===== src/rtl/divisor_pkg.sv =====
// Shared definitions for the sequential restoring divider: state encoding
// and counter sizing.
package divisor_pkg;

    localparam int STATE_W = 3;

    typedef enum logic [STATE_W-1:0] {
        IDLE  = 3'd0,
        LOAD  = 3'd1,
        SHIFT = 3'd2,
        SUB   = 3'd3,
        DONE  = 3'd4
    } state_t;

    // Counter must hold the value WIDTH itself, hence WIDTH+1 codes.
    function automatic int cnt_width(input int width);
        return $clog2(width + 1);
    endfunction

endpackage


===== src/rtl/divisor_fd.sv =====
// Divider datapath: partial remainder, dividend/quotient shifter, divisor
// register, bit counter and the WIDTH+1-bit trial subtractor.
module divisor_fd #(
    parameter int WIDTH = 4
) (
    input  logic             clk,
    input  logic             rst,
    input  logic             ld,
    input  logic             shift_en,
    input  logic             sub_wr,
    input  logic [WIDTH-1:0] a_in,
    input  logic [WIDTH-1:0] b_in,
    output logic [WIDTH-1:0] q,
    output logic [WIDTH-1:0] r,
    output logic             div_zero,
    output logic             rsign,
    output logic             zero
);
    import divisor_pkg::*;

    localparam int CW = cnt_width(WIDTH);

    logic [WIDTH:0]   r_q;
    logic [WIDTH-1:0] q_q;
    logic [WIDTH-1:0] b_q;
    logic [CW-1:0]    cnt;
    logic             dz_q;
    logic [WIDTH:0]   diff;

    // Extra MSB of the trial difference is the borrow: set means R < B.
    assign diff  = r_q - {1'b0, b_q};
    assign rsign = diff[WIDTH];
    assign zero  = (cnt == '0);

    assign q        = q_q;
    assign r        = r_q[WIDTH-1:0];
    assign div_zero = dz_q;

    always_ff @(posedge clk or negedge rst) begin
        if (!rst) begin
            r_q  <= '0;
            q_q  <= '0;
            b_q  <= '0;
            cnt  <= '0;
            dz_q <= 1'b0;
        end else if (ld) begin
            r_q  <= '0;
            q_q  <= a_in;
            b_q  <= b_in;
            cnt  <= CW'(WIDTH);
            dz_q <= (b_in == '0);
        end else if (shift_en) begin
            {r_q, q_q} <= {r_q[WIDTH-1:0], q_q, 1'b0};
            cnt        <= cnt - CW'(1);
        end else if (sub_wr) begin
            r_q    <= diff;
            q_q[0] <= 1'b1;
        end
    end

endmodule


===== src/rtl/divisor.sv =====
// Sequential restoring divider top: control FSM driving the divisor_fd
// datapath, one quotient bit per SHIFT/SUB pair, start/done handshake.
module divisor #(
    parameter int WIDTH = 4
) (
    input  logic             clk,
    input  logic             rst,
    input  logic             start,
    input  logic [WIDTH-1:0] A_in,
    input  logic [WIDTH-1:0] B_in,
    output logic             done,
    output logic [WIDTH-1:0] Q_out,
    output logic [WIDTH-1:0] R_out,
    output logic             div_zero
);
    import divisor_pkg::*;

    // state | meaning
    // IDLE  | waiting for start
    // LOAD  | capture operands, clear R, arm counter
    // SHIFT | shift {R,Q} left one bit, count down
    // SUB   | trial subtract; keep result and set Q[0] if no borrow
    // DONE  | one-cycle done pulse, results stable

    state_t state;
    logic   ld;
    logic   shift_en;
    logic   sub_wr;
    logic   rsign;
    logic   zero;

    assign ld       = (state == LOAD);
    assign shift_en = (state == SHIFT);
    // A borrow means restore, which is simply not writing R.
    assign sub_wr   = (state == SUB) && !rsign;

    always_ff @(posedge clk or negedge rst) begin
        if (!rst) begin
            state <= IDLE;
            done  <= 1'b0;
        end else begin
            case (state)
                IDLE: begin
                    done <= 1'b0;
                    if (start) state <= LOAD;
                end
                LOAD: begin
                    done  <= 1'b0;
                    state <= SHIFT;
                end
                SHIFT: begin
                    done  <= 1'b0;
                    state <= SUB;
                end
                SUB: begin
                    if (zero) begin
                        state <= DONE;
                        done  <= 1'b1;
                    end else begin
                        state <= SHIFT;
                        done  <= 1'b0;
                    end
                end
                DONE: begin
                    state <= IDLE;
                    done  <= 1'b0;
                end
                default: begin
                    state <= IDLE;
                    done  <= 1'b0;
                end
            endcase
        end
    end

    divisor_fd #(.WIDTH(WIDTH)) u_fd (
        .clk      (clk),
        .rst      (rst),
        .ld       (ld),
        .shift_en (shift_en),
        .sub_wr   (sub_wr),
        .a_in     (A_in),
        .b_in     (B_in),
        .q        (Q_out),
        .r        (R_out),
        .div_zero (div_zero),
        .rsign    (rsign),
        .zero     (zero)
    );

endmodule


===== config.mk =====
export PLATFORM = sky130hd
export DESIGN_NAME = divisor
export DESIGN_NICKNAME = d
export VERILOG_FILES = /design/src/rtl/divisor_pkg.sv /design/src/rtl/divisor_fd.sv /design/src/rtl/divisor.sv
export SDC_FILE = /design/constraint.sdc
export NUM_CORES = 1
export LEC_CHECK = 0
export CORE_AREA = 2 2 57 59
export DETAILED_ROUTE_END_ITERATION = 8
export DIE_AREA = 0 0 59 61
export PLACE_DENSITY_LB_ADDON = 0.1
export SYNTH_ARGS = -nofsm -noshare
export SYNTH_HDL_FRONTEND = slang
export SYNTH_HIERARCHICAL = 1
export SYNTH_SLANG_ARGS = --single-unit

===== constraint.sdc =====
create_clock -name clk -period 3.95 [get_ports clk]
set_input_delay 0.395 -clock clk [delete_from_list [all_inputs] [get_ports clk]]
set_output_delay 0.395 -clock clk [all_outputs]
set_load 0.05 [all_outputs]

Yosys cells after proc, flatten, opt, wreduce, memory -nomap -nowiden
Cells that the tools add are included.
{"block": "classes", "mux": 14, "n_addsub": 2, "n_reduce_logical": 7, "eq_ne": 4}
{"op": "$mux 3", "count": 5}
{"op": "$mux 5", "count": 3}
{"op": "$pmux 3 s4", "count": 1}
{"op": "$eq 3x2->1 const B", "count": 2}
{"op": "$logic_not 3->1", "count": 2}
{"op": "$sub 5x4->5", "count": 1}
{"op": "$logic_not 4->1", "count": 1}
{"op": "$mux 1", "count": 4}
{"op": "$mux 4", "count": 1}
{"op": "$eq 3x1->1 const B", "count": 1}
{"op": "$reduce_bool 3->1", "count": 1}
{"op": "$sub 3x1->3 const B", "count": 1}
{"op": "$ne 2x2->1 const B", "count": 1}
{"op": "$reduce_bool 2->1", "count": 1}
{"op": "$logic_and 1x1->1", "count": 1}
{"op": "$logic_not 1->1", "count": 1}
{"block": "word_totals", "inputBits": 11, "wordCells": 35, "output_inout_bits": 10, "reg_bits": 21}

Longest topological paths before layout
Gate-level depths: netlist (run 1).
{"block": "depth", "depth_word": 6, "depth_mapped": 12, "ltp_nobuf": 12}

Hierarchy
Netlist (run 1), hierarchy kept.
{"mod": "divisor_fd", "seq_area_each_um2": 425.4, "n_inst": 1, "cells_each": 99, "area_per_inst_um2": 959.7}
{"mod": "divisor", "seq_area_each_um2": 100.1, "n_inst": 1, "cells_each": 13, "area_per_inst_um2": 172.7}

Worst setup path after synthesis (run 1)
OpenSTA, ideal clock, no wires.
{"block": "synth_timing", "path_kind": "register -> register", "from": "reg u_fd.r_q[0]", "to": "reg u_fd.r_q[4]", "t_required_ps": 3851, "setup_ps": 99, "path_buffers": 0, "arrival_ps": 2501, "period_less_slack_ps": 2600, "stages_incl_launch_ff": 12, "path_slack_ps": 1350, "cell_sequence": "dfrtp_1 -> inv_1 -> ha_1 -> fa_1 -> nor2b_4 -> o21a_1 -> nor2_1 -> xor2_1 -> and4bb_2 -> inv_2 -> or4_1 -> a311oi_1"}
{"block": "synth_between", "elab_chain_len": 4, "elab_cells_between_ends": 7, "classes_between": "1 x add/sub; 3 x mux; 3 x reduce/logical"}
{"element": "from (decl)", "line": "divisor_fd.sv:23", "rtl": "logic [WIDTH:0] r_q;"}
{"element": "from (signal assigned)", "line": "divisor_fd.sv:53", "rtl": "{r_q, q_q} <= {r_q[WIDTH-1:0], q_q, 1'b0};"}
{"element": "from (signal assigned)", "line": "divisor_fd.sv:56", "rtl": "r_q <= diff;"}
{"element": "$sub 5x4->5", "line": "divisor_fd.sv:31", "rtl": "assign diff = r_q - {1'b0, b_q};"}
{"element": "net rsign", "line": "divisor.sv:29", "rtl": "logic rsign;"}
{"element": "$logic_not 1->1", "line": "divisor.sv:35", "rtl": "assign sub_wr = (state == SUB) && !rsign;"}
{"element": "$logic_and 1x1->1", "line": "divisor.sv:35"}
{"element": "net sub_wr", "line": "divisor.sv:28", "rtl": "logic sub_wr;"}
{"element": "$reduce_bool 3->1 (no source line)"}
The timed path passes the listed nets, and every way through them passes these cells. The select of a mux whose other input is x is not followed.
A chain may end at the register's enable or synchronous reset.

Worst setup path after layout (run 1)
Same ends and word-level chain as after synthesis.

==> results of run 1 <==
power breakdown:
| group | leakage (nW) | switching (mW) | internal, mW | total [mW] |
|---|---|---|---|---|
| combinational | 0.341 | 0.470 | 0.348 | 0.818 |
| sequential | 0.257 | 0.0737 | 0.316 | 0.390 |
| clock | 0.0177 | 0.0672 | 0.0377 | 0.105 |
| total | 0.615 | 0.611 | 0.702 | 1.31 |
kinds of logic (layout without fill, tap and decap cells):
family | Yosys count | count (layout)
AO/OA/AOI/OAI | 22 | 22
XOR/XNOR | 2 | 2
adder cells (fa/ha/maj) | 7 | 7
buffers and inverters | 20 | 36
flip-flops | 21 | 21
multiplexers | 7 | 7
AND/OR/NAND/NOR | 33 | 33
routing by layer:
layer | track usage [%] | vias up | routed length (um) | share of wire, %
met3 | 2.13 | 2 | 77 | 3.7
li1 | - | 417 | - | -
met5 | 0 | - | 0 | 0
met1 | 17.5 | 386 | 1060 | 51
met4 | 4.87 | 0 | 19 | 0.92
met2 | 21.4 | 14 | 910 | 44
state kept, by name (all words and copies together), names as in the netlist:
register and cells:
u_fd/cnt 3, u_fd/r_q 5, done 1, u_fd/q 4, state 3, u_fd/b_q 4
u_fd/div_zero 1
cell usage in the layout, fill, tap and decap left out, types with 2 or more instances in the layout:
| cell | synthesis | final |
|---|---|---|
| dfrtp_1 | 21 | 21 |
| and4b_2 | 2 | 2 |
| nor2_1 | 8 | 8 |
| nor3b_2 | 0 | 2 |
| inv_1 | 10 | 10 |
| nor3_1 | 2 | 2 |
| nand2_1 | 10 | 10 |
| ha_1 | 6 | 6 |
| o31ai_1 | 2 | 2 |
| mux2_2 | 2 | 2 |
| clkbuf_4 | 0 | 3 |
| clkdlybuf4s50_1 | 0 | 20 |
| o21ai_0 | 7 | 7 |
| a211oi_1 | 4 | 4 |
| mux2i_1 | 5 | 5 |
| a21oi_1 | 4 | 4 |
per-stage QoR:
step | util (%) | std cells
floorplan | - | 112
global placement | 45.4 | 157
detailed placement | 45.4 | 157
CTS | 46.4 | 161
global route | 46.4 | 161
finish | 46.4 | 161
worst min-delay path, stage by stage, from the launching register on:
cell	delay (ns)
dfrtp_1	0.36
o21ai_0	0.07
nand2b_1	0.06
path summary, 6_finish.rpt:
check / start / end / slack, ns
min reg2reg: u_fd/cnt[2] / u_fd/cnt[2] / 0.52
max reg2reg: u_fd/r_q[0] / u_fd/r_q[4] / 1.18
max in group asynchronous: rst / u_fd/r_q[0] / 2.77
min in group asynchronous: rst / u_fd/r_q[3] / 0.61
max: u_fd/r_q[0] / u_fd/r_q[4] / 1.18
min: u_fd/cnt[2] / u_fd/cnt[2] / 0.52
cell type report:
cell class              count  area [um^2]
inverters                  11         41.3
well taps                  33         41.3
flip-flops and latches     21          526
clock inverters             1         5.00
multi-input cells          71          526
repair buffers             21          208
clock buffers               3         22.5
fillers                   295         1580
==> impl_metrics.yaml, run 1 <==
outcome:
  outcome: "finished clean"
synth:
  ys_types: 36
  synth_area_leaders: "dfrtp_1 (46%), ha_1 (6.6%), mux2i_1 (4.4%)"
  synthAdderAreaFrac_pct: 8.40
  synth.top_cell.area_share_pct: 46.4
  yosysMostFrequentCell: "dfrtp_1"
  synth_edf_count: 0
  synth_ff_type: "dfrtp_1"
  synth_top_family_by_area: "simple AND/OR/NAND/NOR gates"
  ys_seq_elements: 21
  yosysTopAreaCell: "dfrtp_1"
  synth_commonest_cells: "dfrtp_1 (21), inv_1 (10), nand2_1 (10)"
  synthMuxAreaShare_pct: 6.41
  syn_nets: 130
  synth_area_um2: 1130
  synthArstFlopShare_pct: 100
  synth_warnings: 6
  synth_seq_area_share_pct: 46.4
  synthCells: 112
  synthXorXnorAreaFrac_pct: 1.55
  synth_area_per_cell_um2: 10.1
  yosys.area_share.simple_pct: 17.0
  synth_compound_area_share_pct: 12.2
setup_path:
  cp.depth: 11
  cp_max_fo: 7
  crit_path_end_kind: "flop"
  cpPeakStageDelay_ns: 0.46
  arrival_ns: 2.98
  cp.required_ns: 4.17
  crit_type: "reg2reg"
  critPathSlowestCell: "or4_1"
  crit_buf_inv: 2
  cp_top_family: "simple AND/OR/NAND/NOR gates"
  rr_worst_depth: 11
  start_kind: "flop"
  crit_chain: "inv_1 > ha_1 > fa_1 > nor2b_4 > o21a_1 > nor2_1 > xor2_1 > and4bb_2 > inv_2 > or4_1 > a311oi_1"
route:
  routed-via-count: 819
  totalWireLength_mm: 2.07
  detail_route.vias_per_cell: 5.09
  post_drt_wl_per_cell_um: 12.8
  ant_nets: 0
  drt_pass1_iterations: 4
  first_iter_violations: 9
  post-route-drc-count: 0
global_routing:
  track_usage_pct: 13.1
  grt_first_pass_wirelength_mm: 3.55
  overflow: 0
  grt_pass1_vias: 794
  grt_antenna_before_repair: 0
  grt_max_degree: 22
power:
  ir_drop_mv: 0.320
  cellPowerDensity_nw_per_um2: 959
  p_leak_nw: 0.615
  power_mw: 1.31
final_layout:
  area_delta_synth_final_pct: 20.9
  drive_above_1_share_pct: 11.7
  layout.nets: 147
  stdcell_area_um2: 1370
  antenna_cells: 0
timing:
  maxSlewViolCount: 0
  hold_viol_final: 0
  timing.final.crit_share_pct: 70.0
  setup-violations-final: 0
  fin_skew_ns: 0.00442
  fmax_mhz: 361
  holdWs_ns: 0.520
  relSlewSlack_pct: 24.6
  setup_tns_ns: 0
  layout_min_cycle_time_ns: 2.77
  rsz0062_at_grt: "no"
  worstMarginPinSlew_ns: 1.13
  worst_slack_ns: 1.18
min_path:
  hold_depth: 2
  hold_path_class: "reg2reg"
die:
  die_area_um2: 3600
  rows: 20
  die_h_um: 61
  die_x_um: 59
  core_area_um2: 2950
  start_util_pct: 38.3
  ios: 21
cts:
  holdBufCountCts: 0
  cts_sinks: 21
  cts-resized-gates: 0
  cts_setup_buffers: 0
  root_buffer: "clkbuf_4"
  clk_latency_ns: 0.30
  cts_inserted_buffers: 3
  cts.clk_slew.worst_paths_ns: 0.12
  cts_tree: "yes"
  clockBufferDepth: 2
  htreeDepth: 1
placed_design:
  io_buffers: 20
  place_area_um2: 1340
  hpwlAfterDp_mm: 1.51
  preCtsSetupSlack_ns: 1.20
  gp_congestion: 0.687
flow_run:
  max_cap_violations: 0
(Power assumes the default switching activity.)
==> run 2: changes to the inputs <==
==> constraint.sdc (replaced) <==
create_clock -name clk -period 2.2 [get_ports clk]
set_input_delay 0.22 -clock clk [delete_from_list [all_inputs] [get_ports clk]]
set_output_delay 0.22 -clock clk [all_outputs]
set_load 0.05 [all_outputs]
==> run 2 against run 1 <==
Against the previous run: the run now ends with negative setup slack left; critical endpoint unchanged; clock skew is essentially flat; flip-flop and latch count is the same; critical path depth shrank 1; global-route usage grew 2.0 points; non-clock buffer count grew 19; die area is the same; via count grew 8.9%; first-iteration DRC count shrank 11%; register-to-register slack lost 1.5 ns; critical path type unchanged; final area grew 16%; fmax grew 10%; sequential share of layout area shrank 5.3 points.
==> impl_metrics.yaml, run 2 (synthesis gave the netlist of run 1 again) <==
setup_path:
  crit_type: "reg2reg"
  arrival_ns: 2.73
  critPathSlowestCell: "dfrtp_1"
  start_kind: "flop"
  crit_chain: "ha_4 > fa_2 > nor2b_4 > o21a_1 > nor2_2 > xor2_1 > and4bb_2 > inv_2 > or4_4 > a311oi_2"
  cpPeakStageDelay_ns: 0.43
  cp_max_fo: 4
  cp.required_ns: 2.42
  crit_path_end_kind: "flop"
route:
  first_iter_violations: 8
  totalWireLength_mm: 2.45
  post_drt_wl_per_cell_um: 13.6
  routed-via-count: 892
  ant_nets: 0
  post-route-drc-count: 0
  detail_route.vias_per_cell: 4.96
  drt_pass1_iterations: 3
die:
  die_area_um2: 3600
  ios: 21
  core_area_um2: 2950
  die_h_um: 61
  start_util_pct: 38.3
  die_x_um: 59
  rows: 20
final_layout:
  final_common_cell: "dfrtp_1"
  final_util_pct: 53.8
  regMostFlops: "u_fd/r_q"
  layout.nets: 166
  layout_common_cells: "dfrtp_1 (21), clkdlybuf4s50_1 (20), buf_4 (19)"
  drive_above_1_share_pct: 32.0
  antenna_cells: 0
  largest_reg_flops: 5
  area_delta_synth_final_pct: 40.3
timing:
  maxSlewViolCount: 0
  worstMarginPinSlew_ns: 0.612
  layout_min_cycle_time_ns: 2.51
  hold_viol_final: 0
  fin_skew_ns: 0.00410
  fmax_mhz: 399
  relSlewSlack_pct: 59.0
  rsz0062_at_grt: "yes"
  setup-violations-final: 5
  holdWs_ns: 0.249
  worst_slack_ns: -0.308
  timing.final.crit_share_pct: 114
global_routing:
  grt_pass1_vias: 969
  overflow: 0
  grt_first_pass_wirelength_mm: 4.07
  track_usage_pct: 15.1
  grt_antenna_before_repair: 0
  grt_max_degree: 22
cts:
  cts_tree: "yes"
  cts_sinks: 21
  clk_latency_ns: 0.30
  root_buffer: "clkbuf_4"
  htreeDepth: 1
  cts.clk_slew.worst_paths_ns: 0.12
  cts_inserted_buffers: 3
  clockBufferDepth: 2
placed_design:
  gp_congestion: 0.730
  io_buffers: 20
  hpwlAfterDp_mm: 1.69
  preCtsSetupSlack_ns: -0.297
outcome:
  violations: "negative setup slack"
  outcome: "finished with violations"
min_path:
  hold_path_class: "in2async"
flow_run:
  max_cap_violations: 0
run 2: changes by cell type in the layout (fill, tap and decap cells not counted), moves of 2 or more:
| cell | before | now |
|---|---|---|
| a211oi_2 | 0 | 2 |
| buf_4 | 1 | 19 |
| a21oi_1 | 4 | 2 |
| a211oi_1 | 4 | 2 |
| a21oi_2 | 0 | 2 |
run 2: timing repair:
item                                    4_1_cts  5_1_grt
pin swaps                                    11        9
endpoints found under the setup margin        5        6
buffers inserted                              4        1
gates resized for setup                       2       11
hold buffers                                  0        0
run 2: worst paths after layout:
check	cells after the start	from	to	slack, ns
worst max-delay path	10	u_fd/b_q[0]	u_fd/r_q[4]	-0.31
min in group clk	3	A_in[1]	u_fd/q[1]	0.46
worst min register to register	1	u_fd/div_zero	u_fd/div_zero	0.52
worst max register to register	10	u_fd/b_q[0]	u_fd/r_q[4]	-0.31
worst min-delay path	2	rst	u_fd/r_q[3]	0.25
max in group asynchronous	2	rst	u_fd/q[2]	1.73
run 2: area by class of cell:
class                           count  area (um^2)
Inverter                           11         41.3
Clock inverter                      1         5.00
Clock buffer                        3         22.5
Tap cell                           33         41.3
Timing Repair Buffer               40          354
Multi-Input combinational cell     71          599
Sequential cell                    21          526
Fill cell                         285         1360
run 2: stage by stage:
step	TNS [ns]	instance area, um^2	std cells
3_5_place_dp	-1.09	1470	172
3_3_place_gp	-0.891	1470	172
4_1_cts	-1.11	1530	179
6_report	-1.32	1590	180
2_1_floorplan	-0.455	1150	112
5_1_grt	-2.01	1590	180
run 2: critical path, delay by kind of cell, from the launching register on:
family                   cells  cell delay [ns]
adder cells (fa/ha/maj)      2             0.55
AO/OA/AOI/OAI                2             0.36
flip-flops                   1             0.43
XOR/XNOR                     1             0.14
buffers and inverters        1             0.06
AND/OR/NAND/NOR              4             0.89
run 2: layer usage:
| metal | routed length (um) | track usage [%] | share of wire [%] | vias up |
|---|---|---|---|---|
| met5 | 0 | 0 | 0 | - |
| met4 | 21 | 6.17 | 0.86 | 0 |
| met3 | 55 | 1.92 | 2.2 | 2 |
| met2 | 1250 | 26.8 | 51 | 14 |
| met1 | 1120 | 18.4 | 46 | 422 |
| li1 | - | - | - | 454 |
Power of run 2 is not shown: default switching activity piles up to over one toggle a cycle in this logic, so the estimate is an artifact.
==> run 3: changes to the inputs <==
--- a/config.mk
+++ b/config.mk
@@ -6,6 +6,7 @@
 export NUM_CORES = 1
 export LEC_CHECK = 0
 export CORE_AREA = 2 2 57 59
+export CTS_CLUSTER_DIAMETER = 200
 export DETAILED_ROUTE_END_ITERATION = 8
 export DIE_AREA = 0 0 59 61
 export PLACE_DENSITY_LB_ADDON = 0.1
==> results of run 3 <==
The final DEF is identical to that of run 2; final timing and power are the same.
Power of run 3 is left out for the same reason.
